## src/rtl/cp0_pkg.sv

```systemverilog
// rtl/cp0_pkg.sv - shared types and constants for the CP0 exception sequencer
package cp0_pkg;

  typedef enum logic [2:0] {
    ST_IDLE,
    ST_REQ,
    ST_ENTER,
    ST_SERVICE,
    ST_RETURN
  } exc_state_t;

  localparam logic [1:0] SEL_EPC    = 2'b00;
  localparam logic [1:0] SEL_STATUS = 2'b01;
  localparam logic [1:0] SEL_MASK   = 2'b10;
  localparam logic [1:0] SEL_CAUSE  = 2'b11;

  localparam logic [31:0] CAUSE_SRC0 = 32'd1;
  localparam logic [31:0] CAUSE_SRC1 = 32'd3;
  localparam logic [31:0] CAUSE_SRC2 = 32'd7;

  localparam logic [31:0] EXC_VECTOR_DEF = 32'h0000_0004;

  // Source k reports 2^(k+1)-1, so higher sources set a superset of bits.
  function automatic logic [31:0] cause_code(input logic [31:0] k);
    return (32'd2 << k) - 32'd1;
  endfunction

endpackage

```

## src/rtl/exc_ctrl_if.sv

```systemverilog
// rtl/exc_ctrl_if.sv - pipeline handshake, request lines and CP0 access bus
interface exc_ctrl_if #(
  parameter int NSRC = 3
) ();
  logic [NSRC-1:0] irq;
  logic [31:0]     pc_in;
  logic            pipe_ack;
  logic            eret;
  logic            cp0_we;
  logic [1:0]      cp0_sel;
  logic [31:0]     cp0_wdata;
  logic [31:0]     cp0_rdata;
  logic            exc_req;
  logic            redirect;
  logic [31:0]     redirect_pc;
  logic            in_service;
  logic [NSRC-1:0] irq_ack;

  modport master (
    output irq, pc_in, pipe_ack, eret, cp0_we, cp0_sel, cp0_wdata,
    input  cp0_rdata, exc_req, redirect, redirect_pc, in_service, irq_ack
  );

  modport slave (
    input  irq, pc_in, pipe_ack, eret, cp0_we, cp0_sel, cp0_wdata,
    output cp0_rdata, exc_req, redirect, redirect_pc, in_service, irq_ack
  );
endinterface

```

## src/rtl/exc_ctrl_prio_arb.sv

```systemverilog
// rtl/exc_ctrl_prio_arb.sv - combinational fixed-priority pick, highest index wins
module prio_arb #(
  parameter int NSRC = 3,
  parameter int IW   = (NSRC > 1) ? $clog2(NSRC) : 1
) (
  input  logic [NSRC-1:0] req,
  output logic [NSRC-1:0] grant,
  output logic [IW-1:0]   idx,
  output logic            any
);

  always_comb begin
    grant = '0;
    idx   = '0;
    for (int k = 0; k < NSRC; k++) begin
      if (req[k]) begin
        grant    = '0;
        grant[k] = 1'b1;
        idx      = IW'(k);
      end
    end
  end

  assign any = |req;

endmodule

```

## src/rtl/exc_ctrl.sv

```systemverilog
// rtl/exc_ctrl.sv - exception entry/return sequencer and CP0 register file
module exc_ctrl
  import cp0_pkg::*;
#(
  parameter int          NSRC       = 3,
  parameter logic [31:0] EXC_VECTOR = EXC_VECTOR_DEF
) (
  input  logic       clk,
  input  logic       rst_n,
  exc_ctrl_if.slave  bus
);

  localparam int IW = (NSRC > 1) ? $clog2(NSRC) : 1;

  exc_state_t      state, state_nx;
  logic [31:0]     epc, status, mask, cause;
  logic [NSRC-1:0] pending, irq_q, eligible, grant, ack_c;
  logic [IW-1:0]   win;
  logic            any, take;
  logic            exc_req_c, redirect_c, in_service_c;
  logic [31:0]     redirect_pc_c, rdata_c;
  logic            sw_epc, sw_status, sw_mask, sw_cause;

  assign eligible = pending & mask[NSRC-1:0] & ~{NSRC{status[0]}};

  prio_arb #(.NSRC(NSRC), .IW(IW)) u_arb (
    .req   (eligible),
    .grant (grant),
    .idx   (win),
    .any   (any)
  );

  assign sw_epc    = bus.cp0_we && (bus.cp0_sel == SEL_EPC);
  assign sw_status = bus.cp0_we && (bus.cp0_sel == SEL_STATUS);
  assign sw_mask   = bus.cp0_we && (bus.cp0_sel == SEL_MASK);
  assign sw_cause  = bus.cp0_we && (bus.cp0_sel == SEL_CAUSE);

  always_comb begin
    state_nx      = state;
    take          = 1'b0;
    ack_c         = '0;
    exc_req_c     = 1'b0;
    redirect_c    = 1'b0;
    redirect_pc_c = '0;
    in_service_c  = 1'b0;
    case (state)
      ST_IDLE: begin
        if (any) state_nx = ST_REQ;
      end
      ST_REQ: begin
        exc_req_c = 1'b1;
        // A withdrawn request never completes an ack, even if pipe_ack is high.
        if (!any) begin
          state_nx = ST_IDLE;
        end else if (bus.pipe_ack) begin
          take     = 1'b1;
          ack_c    = grant;
          state_nx = ST_ENTER;
        end
      end
      ST_ENTER: begin
        redirect_c    = 1'b1;
        redirect_pc_c = EXC_VECTOR;
        state_nx      = ST_SERVICE;
      end
      ST_SERVICE: begin
        in_service_c = 1'b1;
        if (bus.eret) state_nx = ST_RETURN;
      end
      ST_RETURN: begin
        redirect_c    = 1'b1;
        redirect_pc_c = epc;
        state_nx      = ST_IDLE;
      end
      default: state_nx = ST_IDLE;
    endcase
  end

  always_ff @(posedge clk or negedge rst_n) begin
    if (!rst_n) begin
      state   <= ST_IDLE;
      epc     <= '0;
      status  <= '0;
      mask    <= '0;
      cause   <= '0;
      pending <= '0;
      irq_q   <= '0;
    end else begin
      state   <= state_nx;
      irq_q   <= bus.irq;
      pending <= (pending & ~ack_c) | (bus.irq & ~irq_q);
      if (sw_mask) mask <= bus.cp0_wdata;
      // Hardware capture overrides a coincident mtc0 to the same register.
      if (take)        epc <= bus.pc_in;
      else if (sw_epc) epc <= bus.cp0_wdata;
      if (take)          cause <= cause_code(32'(win));
      else if (sw_cause) cause <= bus.cp0_wdata;
      if (sw_status) status <= bus.cp0_wdata;
      if (take)                       status[0] <= 1'b1;
      else if (state == ST_RETURN)    status[0] <= 1'b0;
    end
  end

  always_comb begin
    rdata_c = '0;
    case (bus.cp0_sel)
      SEL_EPC:    rdata_c = epc;
      SEL_STATUS: rdata_c = status;
      SEL_MASK:   rdata_c = mask;
      SEL_CAUSE:  rdata_c = cause;
      default:    rdata_c = '0;
    endcase
  end

  assign bus.cp0_rdata   = rdata_c;
  assign bus.exc_req     = exc_req_c;
  assign bus.redirect    = redirect_c;
  assign bus.redirect_pc = redirect_pc_c;
  assign bus.in_service  = in_service_c;
  assign bus.irq_ack     = ack_c;

endmodule

```

## src/flat_wrapper.sv

```systemverilog
// flat-port wrapper written by rule: the top's interface ports become plain ports
module exc_ctrl_flat import cp0_pkg::*;
#(
  parameter int          NSRC       = 3,
  parameter logic [31:0] EXC_VECTOR = EXC_VECTOR_DEF
)
  (clk, rst_n, bus_irq, bus_pc_in, bus_pipe_ack, bus_eret, bus_cp0_we, bus_cp0_sel, bus_cp0_wdata, bus_cp0_rdata, bus_exc_req, bus_redirect, bus_redirect_pc, bus_in_service, bus_irq_ack);
  exc_ctrl_if #(.NSRC(NSRC)) bus_i ();
  input  logic clk;
  input  logic rst_n;
  input wire logic [$bits(bus_i.irq)-1:0] bus_irq;
  input wire logic [$bits(bus_i.pc_in)-1:0] bus_pc_in;
  input wire logic [$bits(bus_i.pipe_ack)-1:0] bus_pipe_ack;
  input wire logic [$bits(bus_i.eret)-1:0] bus_eret;
  input wire logic [$bits(bus_i.cp0_we)-1:0] bus_cp0_we;
  input wire logic [$bits(bus_i.cp0_sel)-1:0] bus_cp0_sel;
  input wire logic [$bits(bus_i.cp0_wdata)-1:0] bus_cp0_wdata;
  output wire logic [$bits(bus_i.cp0_rdata)-1:0] bus_cp0_rdata;
  output wire logic [$bits(bus_i.exc_req)-1:0] bus_exc_req;
  output wire logic [$bits(bus_i.redirect)-1:0] bus_redirect;
  output wire logic [$bits(bus_i.redirect_pc)-1:0] bus_redirect_pc;
  output wire logic [$bits(bus_i.in_service)-1:0] bus_in_service;
  output wire logic [$bits(bus_i.irq_ack)-1:0] bus_irq_ack;
  assign bus_i.irq = bus_irq;
  assign bus_i.pc_in = bus_pc_in;
  assign bus_i.pipe_ack = bus_pipe_ack;
  assign bus_i.eret = bus_eret;
  assign bus_i.cp0_we = bus_cp0_we;
  assign bus_i.cp0_sel = bus_cp0_sel;
  assign bus_i.cp0_wdata = bus_cp0_wdata;
  assign bus_cp0_rdata = bus_i.cp0_rdata;
  assign bus_exc_req = bus_i.exc_req;
  assign bus_redirect = bus_i.redirect;
  assign bus_redirect_pc = bus_i.redirect_pc;
  assign bus_in_service = bus_i.in_service;
  assign bus_irq_ack = bus_i.irq_ack;
  exc_ctrl #(.NSRC(NSRC), .EXC_VECTOR(EXC_VECTOR)) u_core (.clk(clk), .rst_n(rst_n), .bus(bus_i));
endmodule
```

## config.mk

```make
export PLATFORM = sky130hd
export DESIGN_NAME = exc_ctrl_flat
export DESIGN_NICKNAME = d
export VERILOG_FILES = /design/src/rtl/cp0_pkg.sv /design/src/rtl/exc_ctrl_if.sv /design/src/rtl/exc_ctrl_prio_arb.sv /design/src/rtl/exc_ctrl.sv /design/src/flat_wrapper.sv
export SDC_FILE = /design/constraint.sdc
export NUM_CORES = 1
export LEC_CHECK = 0
export BUFFER_PORTS_ARGS = -buffer_cell sky130_fd_sc_hd__buf_2
export CAP_MARGIN = 5
export CORE_UTILIZATION = 40
export CTS_CLUSTER_SIZE = 24
export DETAILED_ROUTE_END_ITERATION = 10
export PLACE_DENSITY = 0.68
export SKIP_CTS_REPAIR_TIMING = 1
export SYNTH_ARGS = -nofsm -noshare
export SYNTH_HDL_FRONTEND = slang
export SYNTH_SLANG_ARGS = --single-unit
```

## constraint.sdc

```tcl
create_clock -name clk -period 4.2 [get_ports clk]
set_input_delay 1.05 -clock clk [delete_from_list [all_inputs] [get_ports clk]]
set_output_delay 1.05 -clock clk [all_outputs]
set_load 0.02 [all_outputs]
```

==> results.sh, run 1 <==
export IMPL_busiest_layer="met2"
export IMPL_drc=0
export IMPL_dieArea_sq_um=17500
export IMPL_hold_end="u_core.pending[1]$_DFF_PN0_"
export IMPL_htree_levels=4
export IMPL_leakage_nw=3.82
export IMPL_vias=4628
export IMPL_hold_start="u_core.irq_q[1]$_DFF_PN0_"
export IMPL_dominantRegCellSynth="dfrtp_1"
export IMPL_hold_viol_final=0
export IMPL_path_class="in -> out"
export IMPL_yosysSeqAreaShare_pct=50.4
export IMPL_syn_num_nets=579
export IMPL_cp_max_fo=20
export IMPL_p_int_mw=3.42
export IMPL_syn_inst=505
export IMPL_r2r_end="u_core.epc[14]$_DFFE_PN0P_"
export IMPL_clkPwrFrac_pct=28.9
export IMPL_switching_share_pct=30.7
export IMPL_gr_total_overflow=0
export IMPL_grt_util_met3_pct=5.57
export IMPL_cellPowerDensity_nw_per_um2=593
export IMPL_syn2layout_area_growth_pct=22.5
export IMPL_startpoint_type="input pin"
export IMPL_portBuffers=143
export IMPL_yosysWarnings=0
export IMPL_hold_depth=1
export IMPL_drt_first_pass_iters=4
export IMPL_std_cell_rows=47
export IMPL_final_core_util_pct=50.2
export IMPL_synth_edff_count=0
export IMPL_maxCapViolCount=0
export IMPL_grt_antenna_before_repair=3
export IMPL_worstPathArrival_ns=2.53
export IMPL_root_buffer="clkbuf_16"
export IMPL_final_common_cell="buf_2"
export IMPL_skew_ns=0.0113
export IMPL_cts_buffer_depth=2
export IMPL_first_global_vias=4836
export IMPL_relSlewSlack_pct=44.6
export IMPL_nNetsFinal=721
export IMPL_netlist_area_sq_um=6800
export IMPL_drtAntennaViolNets=0
export IMPL_initial_core_util_pct=41.0
export IMPL_hpwl_um=11000
export IMPL_cp_data_required_time_ns=3.15
export IMPL_grt_pass1_wl_um=26800
export IMPL_endpoint_kind="primary output"
export IMPL_vias_per_cell=5.25
export IMPL_final_setup_tns_ns=0
export IMPL_use_met1_pct=27.1
export IMPL_io_pins=144
export IMPL_gp_congestion=0.788
export IMPL_path_clk_slew_ns=0.06
export IMPL_synthArstFlopShare_pct=100
export IMPL_syn_avg_cell_area_sq_um=13.5
export IMPL_drtIter0Drc=205
export IMPL_die_y_um=132
export IMPL_layout_common_cells="142 x buf_2, 137 x dfrtp_1, 100 x mux2_2"
export IMPL_share_comb_of_total_power_pct=30.1
export IMPL_design_core_area_sq_um=16600
export IMPL_cp_startpoint="bus_cp0_sel[0]"
export IMPL_tightest_slew_ns=0.828
export IMPL_r2r_cells=4
export IMPL_holdCritPathClass="reg -> reg"
export IMPL_wl_per_cell_um=18.8
export IMPL_p_seq_share_pct=41.0
export IMPL_clock_sinks=137
export IMPL_grt_usage_pct=20.0
export IMPL_post_route_min_period_ns=3.58
export IMPL_synth_distinct_cells=36
export IMPL_period_share_pct=85.3
export IMPL_die_w_um=132
export IMPL_reg2reg_from="u_core.mask[0]$_DFFE_PN0P_"
export IMPL_cts_tree="yes"
export IMPL_setup_viol=0
export IMPL_worstSkewPairLatency_ns=0.42
export IMPL_use_met2_pct=31.2
export IMPL_rrSetupSlack_ns=2.19
export IMPL_ys_seq_elements=137
export IMPL_slew_viol_final=0
export IMPL_grt_max_degree=82
export IMPL_p_switching_mw=1.51
export IMPL_fmax_mhz=279
export IMPL_cts_buffers=17
export IMPL_drive_gt1_share_pct=53.8
export IMPL_finalWirelength_um=16600
export IMPL_outcome="complete, no violations"
export IMPL_max_vdd_ir_drop_mv=0.297
export IMPL_grt_setup_unrepaired="false"
## final cells by class
type | count | area, sq um
Timing Repair Buffer | 158 | 860
Inverter | 5 | 18.8
Multi-Input combinational cell | 328 | 3170
Tap cell | 220 | 275
Antenna cell | 2 | 5.00
Sequential cell | 137 | 3430
Clock inverter | 10 | 95.1
Fill cell | 1466 | 8250
Clock buffer | 22 | 474
## stage by stage
| step | worst slack, ns | hold WS, ns | power, mW | area, sq um | std cells |
|---|---|---|---|---|---|
| global route | 0.466 | 0.434 | 5.20 | 8330 | 882 |
| floorplan | 0.963 | 0.400 | 3.09 | 6800 | 505 |
| CTS | 0.585 | 0.418 | 4.98 | 8330 | 880 |
| finish | 0.619 | 0.420 | 4.94 | 8330 | 882 |
| detailed placement | 0.580 | 0.410 | 3.53 | 7760 | 848 |
| global placement | 0.619 | 0.405 | 3.46 | 7760 | 848 |
## synth_stat cells (all sizes together), types with 2 or more instances
cell type	instances	area, sq um
mux2i	2	20.0
nor3	4	31.3
nor2	6	22.5
nand2	62	233
a21oi	32	160
o22ai	4	25.0
nor3b	3	27.5
nor2b	3	18.8
buf	24	151
clkbuf	11	41.3
o21ai	2	10.0
mux4	32	721
and2	32	200
dfrtp	137	3430
inv	5	18.8
nand3b	2	15.0
mux2	128	1550
and3	2	12.5
## registers in the layout, indices dropped and copies added (netlist names)
| name | cells |
|---|---|
| u_core.pending | 3 |
| u_core.epc | 32 |
| u_core.irq_q | 3 |
| u_core.mask | 32 |
| u_core.cause | 32 |
| u_core.state | 3 |
| u_core.status | 32 |
## per-layer routing
layer,up-vias,share of wire [%]
met5,-,0.060
met4,2,1.3
met3,20,5.7
met2,150,46
met1,2358,47
li1,2098,-
## worst max path at each step
stage	slack [ns]	endpoint	depth (start not counted)
2_1_floorplan	0.96	bus_cp0_rdata[15]	4
3_3_place_gp	0.62	bus_cp0_rdata[7]	4
3_5_place_dp	0.58	bus_cp0_rdata[7]	4
4_1_cts	0.58	bus_cp0_rdata[7]	4
5_1_grt	0.47	bus_redirect_pc[22]	5
6_report	0.62	bus_cp0_rdata[6]	4
## cell families (layout without fill, tap and decap cells)
group	Yosys count	in the layout	share of synthesized area, %
compound gates	48	48	4.16
other cells	0	2	0
simple gates	118	118	8.67
buf+inv	40	195	3.11
flops	137	137	50.4
mux	162	162	33.6
## power groups by stage
stage          logic, mW  registers (mW)  clock network [mW]
2_1_floorplan       1.18            1.91                   0
3_3_place_gp        1.45            2.01                   0
3_5_place_dp        1.49            2.03                   0
4_1_cts             1.50            2.01                1.47
5_1_grt             1.60            2.07                1.53
6_report            1.49            2.02                1.43
## worst max-delay path, stage by stage
cell    delay (ns)
buf_2         0.49
buf_4         0.41
mux4_2        0.37
buf_2         0.18
(Power assumes the default switching activity.)
==> inputs of run 2 (changes only) <==
--- a/config.mk
+++ b/config.mk
@@ -7,10 +7,10 @@
 export LEC_CHECK = 0
 export BUFFER_PORTS_ARGS = -buffer_cell sky130_fd_sc_hd__buf_2
 export CAP_MARGIN = 5
-export CORE_UTILIZATION = 40
+export CORE_UTILIZATION = 59
 export CTS_CLUSTER_SIZE = 24
 export DETAILED_ROUTE_END_ITERATION = 10
-export PLACE_DENSITY = 0.68
+export PLACE_DENSITY = 0.91
 export SKIP_CTS_REPAIR_TIMING = 1
 export SYNTH_ARGS = -nofsm -noshare
 export SYNTH_HDL_FRONTEND = slang
==> run 2 against run 1 <==
- wire length is 0.43% lower
- clock power barely moved
- via count up 4.3%
- clock skew shrank 0.0013 ns
- global-route usage up 9.9 points
- cell area is 1.3% lower
- die area decreased by 32%
- register-to-register slack got worse by 0.25 ns
- largest power group unchanged
- highest routed layer unchanged
==> results.sh, run 2 (synthesis results as in run 1) <==
export IMPL_outcome="complete, no violations"
export IMPL_drive_gt1_share_pct=53.6
export IMPL_first_global_vias=5255
export IMPL_cp_max_fo=28
export IMPL_htree_levels=4
export IMPL_skew_ns=0.0100
export IMPL_relSlewSlack_pct=30.2
export IMPL_setup_viol=0
export IMPL_period_share_pct=85.2
export IMPL_cp_data_required_time_ns=3.15
export IMPL_worstSkewPairLatency_ns=0.42
export IMPL_slew_viol_final=0
export IMPL_cts_buffer_depth=2
export IMPL_placed_area_sq_um=7630
export IMPL_die_y_um=109
export IMPL_cts_tree="yes"
export IMPL_drtAntennaViolNets=0
export IMPL_wl_per_cell_um=20.7
export IMPL_clock_sinks=137
export IMPL_worstPathArrival_ns=2.53
export IMPL_final_core_util_pct=74.5
export IMPL_portBuffers=143
export IMPL_tightest_slew_ns=1.05
export IMPL_nNetsFinal=720
export IMPL_die_w_um=109
export IMPL_drtIter0Drc=325
export IMPL_finalWirelength_um=16500
export IMPL_initial_core_util_pct=61.6
export IMPL_drt_first_pass_iters=5
export IMPL_syn2layout_area_growth_pct=20.9
export IMPL_stdcell_area_sq_um=8220
export IMPL_grt_setup_unrepaired="false"
export IMPL_endpoint_kind="primary output"
export IMPL_drc=0
export IMPL_design_core_area_sq_um=11000
export IMPL_path_class="in -> out"
export IMPL_layout_common_cells="142 x buf_2, 137 x dfrtp_1, 100 x mux2_2"
export IMPL_grt_max_degree=113
export IMPL_hold_viol_final=0
export IMPL_leakage_nw=3.84
export IMPL_vias_per_cell=6.04
export IMPL_final_setup_tns_ns=0
export IMPL_vias=4829
export IMPL_fmax_mhz=280
export IMPL_post_route_min_period_ns=3.58
export IMPL_root_buffer="clkbuf_16"
export IMPL_io_pins=144
export IMPL_maxCapViolCount=0
export IMPL_dieArea_sq_um=12000
export IMPL_path_clk_slew_ns=0.05
export IMPL_final_common_cell="buf_2"
export IMPL_holdCritPathClass="reg -> reg"
export IMPL_startpoint_type="input pin"
export IMPL_gp_congestion=0.801
export IMPL_hpwl_um=10700
export IMPL_grt_antenna_before_repair=2
export IMPL_gr_total_overflow=0
export IMPL_cellPowerDensity_nw_per_um2=607
export IMPL_grt_usage_pct=29.9
export IMPL_cts_buffers=17
export IMPL_max_vdd_ir_drop_mv=0.457
export IMPL_std_cell_rows=38
export IMPL_grt_pass1_wl_um=26200
## run 2: cell count changes in the layout (fill, tap and decap cells not counted), sizes merged
cell,before,now
clkinv,4,5
clkinvlp,5,1
buf,158,157
diode,2,1
clkbuf,22,25
## run 2: cell type report
cell class,instances,area (sq um)
diodes,1,2.50
well taps,140,175
multi-input cells,328,3170
fillers,733,2810
clock buffers,25,526
flip-flops and latches,137,3430
inverters,5,18.8
repair buffers,157,840
clock inverters,7,62.6
## run 2: worst paths after layout
path | from | endpoint | slack, ns | cells past startpoint
max | bus_cp0_sel[0] | bus_cp0_rdata[25] | 0.62 | 4
min | u_core.irq_q[1]$_DFF_PN0_ | u_core.pending[1]$_DFF_PN0_ | 0.44 | 1
max reg2reg | u_core.state[1]$_DFFE_PN0P_ | u_core.epc[31]$_DFFE_PN0P_ | 1.94 | 4
min reg2reg | u_core.irq_q[1]$_DFF_PN0_ | u_core.pending[1]$_DFF_PN0_ | 0.44 | 1
max in group asynchronous | rst_n | u_core.mask[30]$_DFFE_PN0P_ | 2.56 | 2
min in group asynchronous | rst_n | u_core.epc[29]$_DFFE_PN0P_ | 0.74 | 1
## run 2: power by group
part / internal [mW] / switching, mW
sequential: 1.73 / 0.303
combinational: 0.832 / 0.675
clock: 0.919 / 0.532
total: 3.48 / 1.51
## run 2: critical path: stages
cell and delay [ns]:
buf_2 0.64, buf_4 0.33, mux4_2 0.32, buf_2 0.17
## run 2: layer usage
layer  vias up  global-route usage [%]  share of wire (%)
met5         -                       0              0.048
met4         2                    10.1                1.2
met1      2472                    35.1                 38
met2       228                    52.3                 52
met3        25                    9.13                8.0
li1       2102                       -                  -
## run 2: through the flow
stage	total power [mW]	hold slack [ns]	setup slack, ns	std cells
after global placement	3.42	0.403	0.652	767
after CTS	5.00	0.444	0.597	799
after detailed placement	3.53	0.427	0.609	767
after floorplan	3.09	0.400	0.963	505
final	4.99	0.441	0.623	800
after global routing	5.22	0.445	0.543	800
==> inputs of run 3 (changes only) <==
--- a/config.mk
+++ b/config.mk
@@ -11,6 +11,7 @@
 export CTS_CLUSTER_SIZE = 24
 export DETAILED_ROUTE_END_ITERATION = 10
 export PLACE_DENSITY = 0.91
+export REMOVE_ABC_BUFFERS = 1
 export SKIP_CTS_REPAIR_TIMING = 1
 export SYNTH_ARGS = -nofsm -noshare
 export SYNTH_HDL_FRONTEND = slang
==> run 3 against run 2 <==
- total power decreased by 1.6%
- register-to-register slack improved by 0.22 ns
- critical path depth decreased by 1
- worst setup slack got worse by 0.12 ns
- hold slack got worse by 0.0096 ns
- cell count decreased by 0.13%
- cell area decreased by 0.24%
==> results.sh, run 3 (synthesis results as in run 1) <==
export IMPL_startpoint_type="input pin"
export IMPL_share_comb_of_total_power_pct=30.4
export IMPL_cts_buffer_depth=2
export IMPL_clock_sinks=137
export IMPL_cts_tree="yes"
export IMPL_p_switching_mw=1.49
export IMPL_finalWirelength_um=16200
export IMPL_vias_per_cell=6.02
export IMPL_design_core_area_sq_um=11000
export IMPL_slew_viol_final=0
export IMPL_path_class="in -> out"
export IMPL_endpoint_kind="primary output"
export IMPL_grt_pass1_wl_um=25300
export IMPL_antennaDiodeCount=0
export IMPL_syn2layout_area_growth_pct=20.6
export IMPL_cp_data_required_time_ns=3.15
export IMPL_nNetsFinal=721
export IMPL_p_int_mw=3.42
export IMPL_r2r_end="u_core.epc[2]$_DFFE_PN0P_"
export IMPL_final_setup_tns_ns=0
export IMPL_rrSetupSlack_ns=2.16
export IMPL_drc=0
export IMPL_grt_max_degree=80
export IMPL_path_clk_slew_ns=0.05
export IMPL_final_core_util_pct=74.3
export IMPL_drive_gt1_share_pct=53.6
export IMPL_period_share_pct=87.9
export IMPL_portBuffers=143
export IMPL_io_pins=144
export IMPL_htree_levels=4
export IMPL_vias=4813
export IMPL_setup_viol=0
export IMPL_die_y_um=109
export IMPL_hold_viol_final=0
export IMPL_r2r_cells=5
export IMPL_worstPathArrival_ns=2.64
export IMPL_gr_total_overflow=0
export IMPL_relSlewSlack_pct=30.6
export IMPL_cts_buffers=17
export IMPL_fmax_mhz=271
export IMPL_hold_depth=1
export IMPL_p_seq_share_pct=41.4
export IMPL_first_global_vias=4982
export IMPL_dieArea_sq_um=12000
export IMPL_die_w_um=109
export IMPL_max_vdd_ir_drop_mv=0.410
export IMPL_post_route_min_period_ns=3.69
export IMPL_worstSkewPairLatency_ns=0.41
export IMPL_gp_congestion=0.871
export IMPL_hold_end="u_core.pending[1]$_DFF_PN0_"
export IMPL_skew_ns=0.00597
export IMPL_hold_start="u_core.irq_q[1]$_DFF_PN0_"
export IMPL_wl_per_cell_um=20.3
export IMPL_layout_common_cells="142 x buf_2, 137 x dfrtp_1, 100 x mux2_2"
export IMPL_switching_share_pct=30.4
export IMPL_drt_first_pass_iters=5
export IMPL_grt_antenna_before_repair=1
export IMPL_leakage_nw=3.82
export IMPL_cp_max_fo=30
export IMPL_holdCritPathClass="reg -> reg"
export IMPL_std_cell_rows=38
export IMPL_final_common_cell="buf_2"
export IMPL_tightest_slew_ns=1.04
export IMPL_drtAntennaViolNets=0
export IMPL_reg2reg_from="u_core.state[1]$_DFFE_PN0P_"
export IMPL_outcome="complete, no violations"
export IMPL_timing_hold_ws_ns=0.432
export IMPL_cellPowerDensity_nw_per_um2=599
export IMPL_hpwl_um=10800
export IMPL_fin_ws_ns=0.507
export IMPL_maxCapViolCount=0
export IMPL_initial_core_util_pct=61.6
export IMPL_root_buffer="clkbuf_16"
export IMPL_grt_setup_unrepaired="false"
export IMPL_clkPwrFrac_pct=28.2
export IMPL_drtIter0Drc=331
export IMPL_grt_usage_pct=29.0
export IMPL_pre_cts_ws_ns=0.467
-- run 3: cell types whose count changed in the layout (fill, tap and decap cells not counted), sizes merged --
cell / previous run / this run
bufinv: 1 / 0
clkinvlp: 1 / 3
clkinv: 5 / 3
diode: 1 / 0
buf: 157 / 158
-- run 3: cell type report --
cell class / count / area [sq um]
clock buffer: 25 / 526
clock inverter: 6 / 37.5
fill: 696 / 2830
inverter: 5 / 18.8
multi-input combinational: 328 / 3170
sequential: 137 / 3430
tap: 140 / 175
timing repair buffer: 158 / 847
-- run 3: worst max path at each step --
stage | start | end | slack (ns)
global placement | bus_cp0_sel[1] | bus_cp0_rdata[25] | 0.55
detailed placement | bus_cp0_sel[1] | bus_cp0_rdata[10] | 0.47
global route | bus_cp0_sel[1] | bus_cp0_rdata[10] | 0.37
finish | bus_cp0_sel[1] | bus_cp0_rdata[25] | 0.51
CTS | bus_cp0_sel[1] | bus_cp0_rdata[10] | 0.47
floorplan | bus_pipe_ack | u_core.epc[0]$_DFFE_PN0P_ | 0.52
-- run 3: power by group through the flow --
stage	Sequential (mW)	Clock [mW]	Combinational (mW)
after floorplan	1.92	0	1.13
after global placement	2.00	0	1.43
after detailed placement	2.04	0	1.49
after CTS	2.02	1.40	1.50
after global routing	2.08	1.46	1.60
final	2.03	1.38	1.49
-- run 3: metrics by stage --
stage / power, mW / instances / instance area [sq um]
floorplan: 3.05 / 470 / 6610
global placement: 3.43 / 768 / 7640
detailed placement: 3.53 / 768 / 7640
CTS: 4.93 / 799 / 8200
global route: 5.13 / 799 / 8200
finish: 4.91 / 799 / 8200
-- run 3: critical path, stage by stage --
cell    delay, ns
buf_2        0.77
mux4_2       0.62
buf_2        0.17
-- run 3: layer usage --
layer / up-vias / part of all wire [%] / GRT usage, %
li1: 2101 / - / -
met1: 2464 / 39 / 35.2
met2: 216 / 53 / 50.1
met3: 30 / 6.3 / 7.05
met4: 2 / 2.0 / 11.6
met5: - / 0.080 / 0
